<file path="src/rtl/memsync_pkg.sv">
// Shared types for the MEMSync arbiter: FSM states, access op and the
// latched request record.
package memsync_pkg;

    // Row id width of the MEMSync tag controller this block is built against.
    localparam int MS_ADDRWIDTH = 17;

    typedef enum logic [2:0] {
        IDLE,
        ISSUE,
        XFER,
        SYNC,
        SETTLE,
        GAP
    } arb_state_t;

    typedef enum logic {
        OP_RD,
        OP_WR
    } mem_op_t;

    typedef struct packed {
        mem_op_t                 op;
        logic [MS_ADDRWIDTH-1:0] rowid;
    } mem_req_t;

endpackage

</file>
<file path="src/rtl/memsync_arbiter_rr.sv">
// Round-robin pick: first asserted request at or above ptr, wrapping.
module rr_arbiter #(
    parameter int  NREQ = 4,
    localparam int PTRW = $clog2(NREQ)
)(
    input  logic [NREQ-1:0] req,
    input  logic [PTRW-1:0] ptr,
    output logic [PTRW-1:0] gnt,
    output logic            valid
);

    // Scan NREQ slots starting at ptr; the first hit wins.
    always_comb begin
        gnt   = '0;
        valid = 1'b0;
        for (int i = 0; i < NREQ; i++) begin
            if (!valid && req[(int'(ptr) + i) % NREQ]) begin
                valid = 1'b1;
                gnt   = PTRW'((int'(ptr) + i) % NREQ);
            end
        end
    end

endmodule

</file>
<file path="src/rtl/memsync_arbiter.sv">
// Shares one MEMSync tag controller between NREQ requesters and runs the
// stall -> row transfer -> sync handshake for each stall episode.
//
//  state  | meaning
//  -------+-----------------------------------------------------------
//  IDLE   | no transaction; arbitrate from the RR pointer
//  ISSUE  | command on MEMSync, counting non-stall cycles
//  XFER   | stalled; transfer engine running, timeout down-counter live
//  SYNC   | one-cycle sync pulse to MEMSync
//  SETTLE | one cycle with stall ignored before re-issuing
//  GAP    | command dropped, ack pulsed; also arbitrates the next grant
module memsync_arbiter
    import memsync_pkg::*;
#(
    parameter int NREQ         = 4,
    parameter int CHWIDTH      = 6,
    parameter int ADDRWIDTH    = MS_ADDRWIDTH,
    parameter int HIT_WAIT     = 2,
    parameter int XFER_TIMEOUT = 1024
)(
    input  logic                      clk,
    input  logic                      rst,
    input  logic [NREQ-1:0]           req_rd,
    input  logic [NREQ-1:0]           req_wr,
    input  logic [NREQ*ADDRWIDTH-1:0] req_rowid,
    output logic [NREQ-1:0]           req_ack,
    output logic [CHWIDTH-1:0]        req_crowid,
    output logic                      ms_rd,
    output logic                      ms_wr,
    output logic [ADDRWIDTH-1:0]      ms_rowid,
    output logic                      ms_sync,
    input  logic                      ms_stall,
    input  logic [CHWIDTH-1:0]        ms_crowid,
    output logic                      xfer_start,
    input  logic                      xfer_done,
    output logic                      busy,
    output logic                      err_timeout,
    output logic                      err_proto
);

    localparam int PTRW = $clog2(NREQ);
    localparam int HCW  = $clog2(HIT_WAIT + 1);
    localparam int XCW  = $clog2(XFER_TIMEOUT + 1);

    // The latched request record is sized by the package.
    if (ADDRWIDTH != MS_ADDRWIDTH) begin : g_width_check
        $error("memsync_arbiter: ADDRWIDTH must equal memsync_pkg::MS_ADDRWIDTH");
    end

    arb_state_t      state_q, state_d;
    logic [PTRW-1:0] ptr_q, gidx_q, next_ptr, arb_ptr, arb_gnt;
    logic [NREQ-1:0] gnt_mask, arb_req;
    logic            arb_valid;
    mem_req_t        cur_q;
    logic [HCW-1:0]  hit_q;
    logic [XCW-1:0]  xcnt_q;
    logic            hit_done, xfer_tc, cmd_active, grant_slot;

    assign next_ptr   = (gidx_q == PTRW'(NREQ - 1)) ? '0 : gidx_q + 1'b1;
    assign gnt_mask   = NREQ'(1) << gidx_q;
    assign grant_slot = (state_q == IDLE) || (state_q == GAP);
    // In GAP the acked requester still holds its line, so it is masked out
    // and the scan starts past it; other requesters get a one-bubble re-grant.
    assign arb_ptr    = (state_q == GAP) ? next_ptr : ptr_q;
    assign arb_req    = (state_q == GAP) ? ((req_rd | req_wr) & ~gnt_mask)
                                         : (req_rd | req_wr);
    assign hit_done   = (hit_q == HCW'(HIT_WAIT - 1));
    assign xfer_tc    = (xcnt_q == XCW'(1));

    rr_arbiter #(.NREQ(NREQ)) u_rr (
        .req   (arb_req),
        .ptr   (arb_ptr),
        .gnt   (arb_gnt),
        .valid (arb_valid)
    );

    // State register.
    always_ff @(posedge clk) begin
        if (!rst) state_q <= IDLE;
        else      state_q <= state_d;
    end

    // Next-state decode.
    always_comb begin
        state_d = state_q;
        case (state_q)
            IDLE:    if (arb_valid) state_d = ISSUE;
            ISSUE:   if (ms_stall) state_d = XFER;
                     else if (hit_done) state_d = GAP;
            XFER:    if (xfer_done || xfer_tc) state_d = SYNC;
            SYNC:    state_d = SETTLE;
            SETTLE:  state_d = ISSUE;
            GAP:     state_d = arb_valid ? ISSUE : IDLE;
            default: state_d = IDLE;
        endcase
    end

    // Output decode from the registered state and latched request.
    assign cmd_active = (state_q == ISSUE) || (state_q == XFER) ||
                        (state_q == SYNC)  || (state_q == SETTLE);
    assign ms_wr      = cmd_active && (cur_q.op == OP_WR);
    assign ms_rd      = cmd_active && (cur_q.op == OP_RD);
    assign ms_rowid   = cmd_active ? cur_q.rowid : '0;
    assign ms_sync    = (state_q == SYNC);
    assign busy       = (state_q != IDLE);

    // One-hot ack for the request being retired.
    always_comb begin
        req_ack = '0;
        if (state_q == GAP) req_ack = gnt_mask;
    end

    // Grant latch, RR pointer and protocol error flag.
    always_ff @(posedge clk) begin
        if (!rst) begin
            ptr_q     <= '0;
            gidx_q    <= '0;
            cur_q     <= '0;
            err_proto <= 1'b0;
        end else begin
            if (state_q == GAP) ptr_q <= next_ptr;
            if (grant_slot && arb_valid) begin
                gidx_q      <= arb_gnt;
                cur_q.op    <= req_wr[arb_gnt] ? OP_WR : OP_RD;
                cur_q.rowid <= req_rowid[int'(arb_gnt)*ADDRWIDTH +: ADDRWIDTH];
                if (req_wr[arb_gnt] && req_rd[arb_gnt]) err_proto <= 1'b1;
            end
        end
    end

    // Hit counter, transfer timeout down-counter, start pulse and crowid capture.
    always_ff @(posedge clk) begin
        if (!rst) begin
            hit_q       <= '0;
            xcnt_q      <= '0;
            xfer_start  <= 1'b0;
            err_timeout <= 1'b0;
            req_crowid  <= '0;
        end else begin
            xfer_start <= (state_q == ISSUE) && ms_stall;
            case (state_q)
                ISSUE: begin
                    if (ms_stall) begin
                        hit_q  <= '0;
                        xcnt_q <= XCW'(XFER_TIMEOUT);
                    end else begin
                        hit_q <= hit_q + 1'b1;
                        if (hit_done) req_crowid <= ms_crowid;
                    end
                end
                XFER: begin
                    xcnt_q <= xcnt_q - 1'b1;
                    if (!xfer_done && xfer_tc) err_timeout <= 1'b1;
                end
                default: hit_q <= '0;
            endcase
        end
    end

endmodule

</file>
<file path="config.mk">
export PLATFORM = sky130hd
export DESIGN_NAME = memsync_arbiter
export DESIGN_NICKNAME = d
export VERILOG_FILES = /design/src/rtl/memsync_pkg.sv /design/src/rtl/memsync_arbiter_rr.sv /design/src/rtl/memsync_arbiter.sv
export SDC_FILE = /design/constraint.sdc
export NUM_CORES = 1
export LEC_CHECK = 0
export CORE_UTILIZATION = 42
export DETAILED_ROUTE_END_ITERATION = 8
export PLACE_DENSITY_LB_ADDON = 0.05
export SYNTH_ARGS = -nofsm -noshare
export SYNTH_HDL_FRONTEND = slang
export SYNTH_HIERARCHICAL = 1
export SYNTH_SLANG_ARGS = --single-unit
</file>
<file path="constraint.sdc">
create_clock -name clk -period 3.5 [get_ports clk]
set_input_delay 0.35 -clock clk [delete_from_list [all_inputs] [get_ports clk]]
set_output_delay 0.35 -clock clk [all_outputs]
set_load 0.005 [all_outputs]
</file>
# After elaboration in Yosys (flattened, before gate mapping)
# Index checks and enable logic that the tools add are counted.
[word_totals]
elab_cells = 113
register_bits = 47
in_bits = 86
[classes]
order_cmp = 5
shift = 2
addsub = 6
n_mul = 1
mux = 39
n_eq_ne = 12
n_reduce_logical = 29
bitwise = 8
[op_table]
columns = ["operator", "n"]
rows = [
  ["$shiftx 68x8->17", 1],
  ["$pmux 11 s2", 1],
  ["$pmux 3 s6", 1],
  ["$mux 17", 1],
  ["$mux 1", 15],
  ["$mux 2", 7],
  ["$bmux 1 s2", 6],
  ["$lt 3x4->1 const B", 3],
  ["$mux 3", 4],
  ["$eq 11x1->1 const B", 1],
  ["$mux 11", 1],
  ["$sub 11x1->11 const B", 1],
  ["$logic_and 1x1->1", 9],
  ["$mux 4", 2],
  ["$mul 2x5->7 const B", 1],
  ["$add 2x1->2 const B", 3],
  ["$eq 3x2->1 const B", 2],
  ["$eq 3x3->1 const B", 2],
  ["$lt 2x3->1 const B", 2],
  ["$ne 2x2->1 const B", 3],
  ["$reduce_and 2->1", 3],
  ["$reduce_and 3->1", 2],
  ["$reduce_or 2->1", 3],
  ["$logic_or 1x1->1", 5],
  ["16 further kinds", 23],
]

# Longest topological paths before layout
# Gate-level depths: netlist of the first run.
[depth]
word_depth = 21
depth_mapped = 11
depth_no_buf = 10

# Hierarchy
# Netlist of the first run, hierarchy kept.
[by_module_without_submodules]
columns = ["module", "seq_area_each_um2", "area_each_um2", "cells_each", "n_inst"]
rows = [
  ["memsync_arbiter", 940.9, 2638.8, 294, 1],
  ["rr_arbiter", 0.0, 77.6, 15, 1],
]

# Least setup slack after synthesis of the first run
# OpenSTA, ideal clock, no wires.
[synth_path]
path_kind = "register -> register"
startpoint = "register state_q[1]"
endpoint = "register err_proto"
stages_incl_launch_ff = 12
arrival_time_ns = 2.779
path_slack_ns = 0.593
synth_period_minus_slack_ns = 2.907
required_ns = 3.372
cell_sequence = "dfxtp_1 > clkbuf_1 > and3b_1 > and2_1 > nor2_1 > inv_1 > a221o_1 > a21oi_1 > buf_2 > mux4_2 > a31oi_1 > nor2_1"
[synth_via]
elab_chain_cells = 18
[synth_rtl]
columns = ["element", "line", "rtl"]
rows = [
  ["start: declaration", "memsync_arbiter.sv:50", "arb_state_t state_q, state_d;"],
  ["start signal: assignment", "memsync_arbiter.sv:80", "else state_q <= state_d;"],
  ["$eq 3x3->1 *", "memsync_arbiter.sv:65", "assign arb_req = (state_q == GAP) ? ((req_rd | req_wr) & ~gnt_mask)"],
  ["$mux 4 *", "memsync_arbiter.sv:65", ""],
  ["net arb_req[1]", "memsync_arbiter.sv:52", "logic [NREQ-1:0] gnt_mask, arb_req;"],
  ["$bmux 1 s2", "memsync_arbiter_rr.sv:17", "if (!valid && req[(int'(ptr) + i) % NREQ]) begin"],
  ["$mux 1 (implied by the code)", "memsync_arbiter_rr.sv:17", ""],
  ["$mux 1", "memsync_arbiter_rr.sv:17", ""],
  ["$logic_not 1->1", "memsync_arbiter_rr.sv:17", ""],
  ["$logic_and 1x1->1", "memsync_arbiter_rr.sv:17", ""],
  ["[... 4 more ...]", "-", ""],
  ["$logic_not 1->1", "memsync_arbiter_rr.sv:17", ""],
  ["$logic_and 1x1->1", "memsync_arbiter_rr.sv:17", ""],
  ["$mux 2 *", "memsync_arbiter_rr.sv:17", ""],
  ["net arb_gnt[0]", "memsync_arbiter.sv:51", "logic [PTRW-1:0] ptr_q, gidx_q, next_ptr, arb_ptr, arb_gnt;"],
  ["$bmux 1 s2", "memsync_arbiter.sv:126", "if (req_wr[arb_gnt] && req_rd[arb_gnt]) err_proto <= 1'b1;"],
  ["$mux 1 (implied by the code)", "memsync_arbiter.sv:126", ""],
  ["$logic_and 1x1->1 *", "memsync_arbiter.sv:126", ""],
  ["$reduce_and 2->1 (no source line) *", "-", ""],
  ["end signal: assignment", "memsync_arbiter.sv:119", "err_proto <= 1'b0;"],
  ["end signal: assignment", "memsync_arbiter.sv:126", ""],
  ["end: declaration", "memsync_arbiter.sv:38", "output logic err_proto"],
]
# The timed path passes the listed nets; every way through them passes the cells marked *. The select of a mux whose other input is x is not followed.
# A chain may end at the register's enable or synchronous reset.

# Worst setup path in the final report of the first run
[layout_path]
startpoint = "register state_q[0]"
endpoint = "register err_proto"
[layout_via]
elab_chain_cells = 18
[layout_rtl]
columns = ["element", "line", "rtl"]
rows = [
  ["$eq 3x3->1 *", "memsync_arbiter.sv:64", "assign arb_ptr = (state_q == GAP) ? next_ptr : ptr_q;"],
  ["$mux 2 *", "-", ""],
  ["net arb_ptr[0]", "memsync_arbiter.sv:51", ""],
  ["$add 2x1->2 / $bmux 1 s2 (equally long branches)", "memsync_arbiter_rr.sv:17, memsync_arbiter_rr.sv:19", ""],
  ["$bmux 1 s2 / $mux 1 (equally long branches)", "memsync_arbiter_rr.sv:17", ""],
  ["$mux 1 (implied by the code)", "memsync_arbiter_rr.sv:17", ""],
  ["$mux 1 (implied by the code) / $logic_not 1->1 (equally long branches)", "memsync_arbiter_rr.sv:17", ""],
  ["$logic_and 1x1->1", "memsync_arbiter_rr.sv:17", ""],
  ["[... 4 more ...]", "-", ""],
  ["$logic_not 1->1", "memsync_arbiter_rr.sv:17", ""],
  ["$logic_and 1x1->1", "memsync_arbiter_rr.sv:17", ""],
  ["$mux 2 *", "memsync_arbiter_rr.sv:17", ""],
  ["net arb_gnt[0]", "memsync_arbiter.sv:51", ""],
  ["$bmux 1 s2", "memsync_arbiter.sv:126", ""],
  ["$mux 1 (implied by the code)", "memsync_arbiter.sv:126", ""],
  ["$logic_and 1x1->1 *", "memsync_arbiter.sv:126", ""],
  ["$reduce_and 2->1 (no source line) *", "-", ""],
]
# Marked as above.

==> results by group, run 1 <==
Pwr
  • Maximum vdd drop: 0.296 mV
  • Static leakage: 1.59 nW
  • Psw: 367 µW
  • Clk pwr share: 24.9%
  • Combinational power share: 29.1%
  • Power density cells: 320 nW/µm²
  • Power Internal: 937 µW
  • Sw Ratio: 28.1%
  • Seq pwr share: 46.0%

Synth
  • Yosys reg bits: 47
  • Mapped Cells: 309
  • Seq/Total Area, Yosys: 34.6%
  • Ys Warns: 6
  • Number of synthesized flops with an enable pin: 0
  • Async S/R FF share, synth: 0%
  • Post-Syn Area: 2720 µm²
  • Top cells by area, synth: dfxtp_1 (35%), mux4_2 (16%), nand2_1 (6.8%), a21oi_1 (6.6%), and3_1 (4.1%)
  • Area leader, netlist: dfxtp_1
  • Syn Nets: 402
  • Avg Cell Area, Syn: 8.79 µm²
  • Synth Flop Type: dfxtp_1
  • Netlist cell types: 41
  • Share of the synthesized area in the top cell type: 34.6%

STA
  • Unrepaired setup endpoints after global routing: no
  • Final setup viols: 0
  • Period utilization: 87.7%
  • Final hold violation count: 0
  • Worst rel slew slack: 46.7%
  • Slew Viols, Final: 0
  • Slew @ Worst Pin: 0.797 ns
  • Min cycle time layout: 3.07 ns
  • Final TNS setup: 0 ns
  • Clk_skew: 0.00555 ns
  • Max Freq: 326 MHz

Layout
  • Fraction of layout cells with a size suffix above 1: 10.2%
  • Area Overhead vs Synth: 50.1%
  • Ant diodes: 0
  • Final #Nets: 513
  • Final cell count without fillers: 496

Floorplan
  • Die ar.: 6790 µm²
  • Row count: 28
  • Core area: 6100 µm²
  • Width of the die: 82.4 µm
  • Initial cell density of the core: 44.6%
  • Die Y: 82.4 µm
  • IO Count: 120

Global routing
  • Overall Global Routing Usage: 22.8%
  • Initial antenna violation count: 0
  • Vias in the first global route: 2,542
  • Global-route wire length before repair: 11.6 mm
  • Grt ovf: 0
  • Pin count of the biggest net entering global routing: 26

Drt
  • Detailed Routing Iterations Pass 1: 4
  • Routed wire per std cell: 14.6 µm
  • Number of remaining DRC errors: 0
  • Routed via count: 2,616
  • Vias/cell: 5.27
  • Final ANT Viol Nets: 0
  • Final WL: 7.25 mm
  • First DRT Iteration DRCs: 81

Run status
  • Status: complete, no violations

Worst setup path
  • Worst R2R End: err_proto
  • Cell family with the largest share of critical-path delay: compound AO/OA/AOI/OAI gates
  • Sum of buffers and inverters on the critical path: 2
  • Worst path cell trace: nand3b_1 -> o31ai_1 -> inv_2 -> a221o_1 -> a21oi_4 -> buf_12 -> mux4_2 -> a31oi_1 -> nor2_1
  • Max stage delay cell, worst path: dfxtp_1
  • Critical path launch point: state_q[0]
  • Slowest stage delay, CP: 0.61 ns
  • Origin of the critical flop-to-flop path: state_q[0]
  • Endpoint class of the critical path: register
  • Arrival time worst endpoint: 3.26 ns
  • Worst path required time: 3.69 ns
  • R2r setup slk: 0.43 ns
  • Setup CP Type: reg2reg
  • R2R depth: 9
  • Crit Path Max Fanout: 17
  • Setup crit start kind: register

Place
  • Port Buffer Count: 119
  • Post-DP HPWL: 5.64 mm
  • Placed cells: 488
  • Final GP Congestion: 0.756

Clock network
  • Post_cts resized: 0
  • Buffer count from post-CTS setup fixing: 0
  • CTS tree: done
  • Clock slew at reported path FFs: 0.09 ns
  • # hold bufs at CTS: 0
  • CTS root buffer: clkbuf_8
  • CTS Sinks: 47
  • Clock Tree Buf Depth: 2
  • H-tree Lvls: 2
  • CTS buffer count: 5
  • Skew-Pair Late Insertion Delay: 0.30 ns

Worst hold path
  • Hold Path Stages: 2
  • Min-delay worst type: reg2reg
  • HP Start: cur_q[1]
  • Hold path endpoint: cur_q[1]

Flow run
  • Total of max-cap violations: 0
-- final cells by class --
cell class                      count  area [µm²]
Sequential cell                    47         941
Clock buffer                        5        68.8
Multi-Input combinational cell    230        1670
Inverter                           12        45.0
Clock inverter                      3        20.0
Timing Repair Buffer              124        1240
Fill cell                         558        2020
Tap cell                           75        93.8
-- per-layer routing --
layer	vias up	routed length (µm)	track usage (%)
met5	-	0	0
met4	0	146	8.07
met3	15	488	7.14
met2	73	3660	41.4
met1	1216	2960	24.8
li1	1312	-	-
-- tightest hold or removal path: cells and delay by family, from the launching register on --
kind	cells	cell delay, ns
AO/OA/AOI/OAI	1	0.05
AND/OR/NAND/NOR	1	0.05
flip-flops	1	0.31
-- Yosys cell counts, drive strengths merged (4+ instances only) --
master,number
nor3,4
mux2i,8
nand2,49
nand3,6
and2,8
clkbuf,17
dfxtp,47
inv,12
mux4,19
or3,4
and3,18
nand2b,4
ha,7
nor2,28
a21oi,36
-- cell families (layout without fill, tap and decap cells) --
kind of cell	Yosys count	after routing	synth area share, %
buf+inv	32	144	4.56
mux	29	29	19.5
flops	47	47	34.6
simple gates	143	143	27.3
xor+xnor	2	2	0.645
fa+ha+maj	7	7	3.22
compound gates	49	49	10.1
-- state kept, by name, indices dropped and copies added, names as in the netlist --
signal	count
gidx_q	2
err_proto	1
xfer_start	1
xcnt_q	11
state_q	3
ptr_q	2
req_crowid	6
err_timeout	1
hit_q	2
cur_q	18
-- worst max path at each step --
stage / to / slack [ns] / cells past startpoint
after floorplan: err_proto / 0.59 / 11
after global placement: err_proto / 0.54 / 9
after detailed placement: err_proto / 0.49 / 9
after CTS: err_proto / 0.44 / 9
after global routing: err_proto / 0.27 / 9
final: err_proto / 0.43 / 9
-- power by group through the flow --
| stage | Clock [mW] | Combinational (mW) | Sequential [mW] |
|---|---|---|---|
| 5_1_grt | 0.355 | 0.416 | 0.606 |
| 6_report | 0.325 | 0.379 | 0.600 |
| 3_5_place_dp | 0 | 0.382 | 0.613 |
| 4_1_cts | 0.333 | 0.383 | 0.600 |
| 3_3_place_gp | 0 | 0.378 | 0.611 |
| 2_1_floorplan | 0 | 0.202 | 0.604 |
-- placed cells by master, fill, tap and decap left out, types with 3 or more instances in the layout --
master	synthesis	final
clkbuf_8	0	5
mux4_2	19	19
and2_1	8	8
and3_1	18	18
clkdlybuf4s50_1	0	119
o211ai_1	3	3
inv_1	11	11
a21oi_1	36	34
mux2i_1	8	8
and3b_1	3	3
ha_1	7	7
nand3_1	6	6
nor2_1	28	28
or3_1	3	3
nand2b_1	4	4
dfxtp_1	47	47
nor3_1	4	4
buf_4	0	4
nor2b_1	3	3
nand2_1	49	49
-- metrics by stage --
stage               util [%]  cell area, µm²  worst slack (ns)  hold WS (ns)  total power, mW
global route            66.9            4080             0.271         0.467             1.38
detailed placement      65.4            3990             0.487         0.442            0.994
global placement        65.4            3990             0.540         0.438            0.988
CTS                     66.9            4080             0.437         0.455             1.32
finish                  66.9            4080             0.429         0.452             1.30
floorplan                  -            2720             0.593         0.432            0.805
Power figures use the tool's default switching activity.
==> inputs of run 2 (changes only) <==
CTS_CLUSTER_SIZE = 28   (was default)
PLACE_DENSITY = 0.91   (was default)
PLACE_DENSITY_LB_ADDON = default   (was 0.05)
clock period = 3 ns   (was 3.5 ns; I/O delays follow)
==> run 2 against run 1 <==
Global-route usage rose by 0.13 points. Fmax is 8.9% higher. Core utilization is 0.86 points higher. Clock skew rose by 0.0038 ns. First-iteration DRC count is 56% higher. Total power is 20% higher. Clock power up 27%. Critical path depth increased by 1. Critical endpoint is now cur_q[0]. Largest power group unchanged.
==> results by group, run 2 (synthesis results as in run 1) <==
Global routing
  • GRT met3 Usage: 7.03%
  • Grt met2 use: 44.9%
  • Vias in the first global route: 2,688
  • Initial antenna violation count: 0
  • Global-route wire length before repair: 11.6 mm
  • Grt ovf: 0
  • Top Usage Layer GRT: met2
  • Overall Global Routing Usage: 22.9%
  • Pin count of the biggest net entering global routing: 24
  • Met1 Use GR: 22.3%

Layout
  • Ant diodes: 0
  • Area Overhead vs Synth: 52.0%
  • Top Registers: cur_q: 18 flops, xcnt_q: 11 flops, req_crowid: 6 flops
  • Most common cell after layout, fill and taps aside: clkdlybuf4s50_1
  • Final cell count without fillers: 498
  • Commonest cells after routing, fill and taps aside: clkdlybuf4s50_1 (119), nand2_1 (49), dfxtp_1 (47), a21oi_1 (34), nor2_1 (27)
  • Final #Nets: 515
  • Max reg flops: 18
  • Fillers: 473
  • Top reg by flops: cur_q
  • Fraction of layout cells with a size suffix above 1: 11.1%

Drt
  • Final WL: 7.51 mm
  • Routed wire per std cell: 15.1 µm
  • Final ANT Viol Nets: 0
  • Routed via count: 2,734
  • Detailed Routing Iterations Pass 1: 4
  • Vias/cell: 5.49
  • First DRT Iteration DRCs: 126
  • Number of remaining DRC errors: 0

Floorplan
  • Width of the die: 82.4 µm
  • IO Count: 120
  • Core area: 6100 µm²
  • Initial cell density of the core: 44.6%
  • Row count: 28
  • Die Y: 82.4 µm
  • Die ar.: 6790 µm²

Pwr
  • Static leakage: 1.62 nW
  • Power density cells: 380 nW/µm²
  • Maximum vdd drop: 0.329 mV
  • Overall power: 1.57 mW

Run status
  • Status: complete, no violations

Clock network
  • Clock slew at reported path FFs: 0.09 ns
  • # hold bufs at CTS: 0
  • Skew-Pair Late Insertion Delay: 0.31 ns
  • CTS tree: done
  • Clock Tree Buf Depth: 2
  • CTS root buffer: clkbuf_8
  • CTS Sinks: 47
  • CTS buffer count: 5
  • Post_cts resized: 0
  • H-tree Lvls: 2
  • Buffer count from post-CTS setup fixing: 0

Place
  • Placed cells: 490
  • Final GP Congestion: 0.790
  • Post-DP HPWL: 5.70 mm
  • Port Buffer Count: 119

Worst setup path
  • Slowest stage delay, CP: 0.52 ns
  • Crit Path Max Fanout: 17
  • Setup CP Type: reg2reg
  • Setup crit start kind: register
  • Max stage delay cell, worst path: mux4_2
  • Worst path required time: 3.16 ns
  • Endpoint class of the critical path: register
  • Arrival time worst endpoint: 2.99 ns
  • Worst path cell trace: and3b_1 -> and2_1 -> nor2_2 -> inv_1 -> a221o_1 -> a21oi_4 -> buf_12 -> mux4_2 -> nand2_1 -> a21oi_1

STA
  • Worst rel slew slack: 47.4%
  • Slew @ Worst Pin: 0.789 ns
  • Clk_skew: 0.00938 ns
  • Slew Viols, Final: 0
  • Min cycle time layout: 2.82 ns
  • Period utilization: 94.0%
  • Max Freq: 354 MHz
  • Final hold violation count: 0
  • Final setup viols: 0

Worst hold path
  • Min-delay worst type: reg2reg

Flow run
  • Total of max-cap violations: 0
## run 2: layout make-up
type / instances / area [µm²] / share of cell area (%)
well taps: 75 / 93.8 / 2.27
flip-flops and latches: 47 / 941 / 22.8
inverters: 12 / 45.0 / 1.09
clock buffers: 6 / 82.6 / 2.00
clock inverters: 2 / 16.3 / 0.394
repair buffers: 126 / 1270 / 30.7
multi-input cells: 230 / 1680 / 40.7
## run 2: power breakdown
part | switching [mW] | total (mW) | internal [mW] | leakage, nW
logic | 0.190 | 0.459 | 0.270 | 1.19
clock network | 0.225 | 0.413 | 0.188 | 0.0474
registers | 0.0271 | 0.695 | 0.668 | 0.384
## run 2: layer usage
layer / wire length [µm] / part of all wire [%]
met2: 4000 / 53
met5: 0 / 0
met4: 205 / 2.7
met3: 541 / 7.2
met1: 2760 / 37
## run 2: final timing paths
| check | start | to | slack [ns] | cells after the start |
|---|---|---|---|---|
| max | state_q[1] | cur_q[0] | 0.18 | 10 |
| max reg2reg | state_q[1] | cur_q[0] | 0.18 | 10 |
| min reg2reg | cur_q[5] | cur_q[5] | 0.45 | 2 |
| min | cur_q[5] | cur_q[5] | 0.45 | 2 |
## run 2: metrics by stage
| stage | util [%] | setup TNS (ns) | cell area [µm²] | setup WS, ns | hold slack (ns) |
|---|---|---|---|---|---|
| 3_3_place_gp | 65.9 | 0 | 4020 | 0.236 | 0.438 |
| 3_5_place_dp | 65.9 | 0 | 4020 | 0.0482 | 0.442 |
| 4_1_cts | 67.5 | 0 | 4110 | 0.0411 | 0.455 |
| 5_1_grt | 67.7 | -0.0691 | 4130 | -0.0195 | 0.474 |
| 2_1_floorplan | - | 0 | 2720 | 0.0933 | 0.422 |
| 6_report | 67.7 | 0 | 4130 | 0.179 | 0.455 |
## run 2: worst max-delay path: cells and delay by family (launching register included)
family                 cells  cell delay, ns
and+or+nand+nor            4            0.70
AOI/OAI and AO/OA          3            0.73
buffers and inverters      2            0.30
DFF                        1            0.42
muxes                      1            0.52
==> inputs of run 3 (changes only) <==
CORE_UTILIZATION = 38   (was 42)
PLACE_DENSITY = 0.88   (was 0.91)
clock period = 2.3 ns   (was 3 ns; I/O delays follow)
==> run 3 against run 2 <==
Worst hold slack about the same. Combinational power grew 47%. Cell count up 10%. The run now ends with setup timing left. Non-clock buffer count up 28. Core utilization is 1.2 points lower. Critical path depth shrank 1. Count of clock-buffer cells in the layout rose by 1. Register-to-register slack got worse by 0.39 ns. Setup slack got worse by 0.39 ns. First-iteration DRC count is 89% higher.
==> results by group, run 3 (synthesis results as in run 1) <==
Worst setup path
  • Worst path cell trace: and3b_2 -> and2_4 -> nor2_2 -> a221o_1 -> a21oi_4 -> buf_12 -> mux4_2 -> a31oi_2 -> nor2_1
  • Setup CP Type: reg2reg
  • R2r setup slk: -0.21 ns
  • Origin of the critical flop-to-flop path: state_q[2]
  • Crit Path Max Fanout: 5
  • Slowest stage delay, CP: 0.54 ns
  • Setup crit start kind: register
  • Worst R2R End: err_proto
  • Endpoint class of the critical path: register
  • R2R depth: 9
  • Arrival time worst endpoint: 2.70 ns
  • Worst path required time: 2.48 ns
  • Max stage delay cell, worst path: mux4_2

STA
  • Final hold violation count: 0
  • Clk_skew: 0.0109 ns
  • Slew @ Worst Pin: 0.581 ns
  • Unrepaired setup endpoints after global routing: yes
  • Final TNS setup: -2.95 ns
  • Min cycle time layout: 2.51 ns
  • Final setup margin: -0.212 ns
  • Final setup viols: 19
  • Max Freq: 398 MHz
  • Slew Viols, Final: 0
  • Period utilization: 109%
  • Worst rel slew slack: 61.1%

Global routing
  • Global-route wire length before repair: 12.8 mm
  • Initial antenna violation count: 0
  • Overall Global Routing Usage: 21.8%
  • Vias in the first global route: 2,842
  • Pin count of the biggest net entering global routing: 22
  • Grt ovf: 0

Run status
  • Status: finished, violations left
  • Failing checks: setup timing

Drt
  • Final ANT Viol Nets: 0
  • Number of remaining DRC errors: 0
  • Detailed Routing Iterations Pass 1: 4
  • Vias/cell: 5.31
  • Final WL: 8.24 mm
  • Routed wire per std cell: 15.0 µm
  • First DRT Iteration DRCs: 238
  • Routed via count: 2,912

Clock network
  • # hold bufs at CTS: 0
  • CTS Sinks: 47
  • CTS root buffer: clkbuf_8
  • Clock Tree Buf Depth: 2
  • CTS tree: done
  • H-tree Lvls: 2
  • CTS buffer count: 5
  • Clock slew at reported path FFs: 0.09 ns
  • Skew-Pair Late Insertion Delay: 0.30 ns

Worst hold path
  • HP Start: cur_q[11]
  • Min-delay worst type: reg2reg
  • Hold path endpoint: cur_q[11]
  • Hold Path Stages: 2

Place
  • Final GP Congestion: 0.966
  • Post-DP HPWL: 5.90 mm
  • Port Buffer Count: 119

Layout
  • Most common cell after layout, fill and taps aside: clkdlybuf4s50_1
  • Max reg flops: 18
  • Final #Nets: 544
  • Fillers: 533
  • Fraction of layout cells with a size suffix above 1: 22.8%
  • Top reg by flops: cur_q
  • Ant diodes: 0
  • Commonest cells after routing, fill and taps aside: clkdlybuf4s50_1 (119), nand2_1 (45), dfxtp_1 (43), a21oi_1 (31), buf_4 (29)
  • Top Registers: cur_q: 18 flops, xcnt_q: 11 flops, req_crowid: 6 flops
  • Area Overhead vs Synth: 67.4%

Pwr
  • Static leakage: 1.79 nW
  • Overall power: 2.11 mW
  • Power density cells: 465 nW/µm²
  • Maximum vdd drop: 0.256 mV

Floorplan
  • Row count: 30
  • Core area: 6830 µm²
  • Initial cell density of the core: 39.8%
  • Die Y: 86.5 µm
  • IO Count: 120
  • Die ar.: 7490 µm²
  • Width of the die: 86.5 µm

Flow run
  • Total of max-cap violations: 0
-- run 3: changes by cell type in the layout (fill, tap and decap cells not counted), moves of 4 or more --
cell,before,now
dfxtp_1,47,43
ha_4,0,4
nand2_2,0,4
ha_1,7,3
nand2_1,49,45
buf_4,5,29
a21oi_2,0,4
-- run 3: repair_timing --
item,CTS,global route
endpoints found under the hold margin,0,0
pin swaps,16,14
gates cloned,1,1
setup endpoints to repair,38,22
gates resized for setup,18,18
buffers inserted,9,4
-- run 3: area by class of cell --
| class | instances | area (µm²) | share of cell area [%] |
|---|---|---|---|
| multi-input cells | 231 | 1800 | 39.7 |
| clock inverters | 1 | 8.76 | 0.193 |
| well taps | 96 | 120 | 2.64 |
| repair buffers | 154 | 1530 | 33.6 |
| inverters | 12 | 50.0 | 1.10 |
| flip-flops and latches | 47 | 951 | 20.9 |
| clock buffers | 7 | 86.3 | 1.90 |
-- run 3: power breakdown --
group | internal (mW) | switching [mW]
sequential | 0.871 | 0.0393
combinational | 0.406 | 0.270
clock | 0.247 | 0.280
-- run 3: metrics by stage --
step                      instances  hold WS, ns  cell area, µm²  worst slack [ns]  util (%)
after detailed placement        525        0.444            4180            -0.290      61.1
after global routing            548        0.468            4550            -0.290      66.6
after floorplan                 309        0.352            2770            -0.197         -
after global placement          525        0.438            4180            -0.182      61.1
final                           548        0.454            4550            -0.212      66.6
after CTS                       543        0.456            4440            -0.173      65.0
-- run 3: worst max path at each step --
stage               start         to  slack [ns]
2_1_floorplan  state_q[1]  err_proto       -0.20
3_3_place_gp    gidx_q[0]  cur_q[10]       -0.18
3_5_place_dp    gidx_q[0]  cur_q[12]       -0.29
4_1_cts         gidx_q[1]   cur_q[8]       -0.17
5_1_grt        state_q[2]  err_proto       -0.29
6_report       state_q[2]  err_proto       -0.21
-- run 3: worst max-delay path: cells and delay by family, from the launching register on --
family                 cells  cell delay (ns)
AOI/OAI and AO/OA          3             0.76
and+or+nand+nor            4             0.57
muxes                      1             0.54
DFF                        1             0.37
buffers and inverters      1             0.15
-- run 3: routing by layer --
layer / share of wire (%) / GRT usage (%) / vias to the layer above
met5: 0 / 0 / -
met2: 55 / 42.2 / 131
met1: 36 / 22.9 / 1378
met3: 7.2 / 4.67 / 21
met4: 2.7 / 7.73 / 0
li1: - / - / 1382
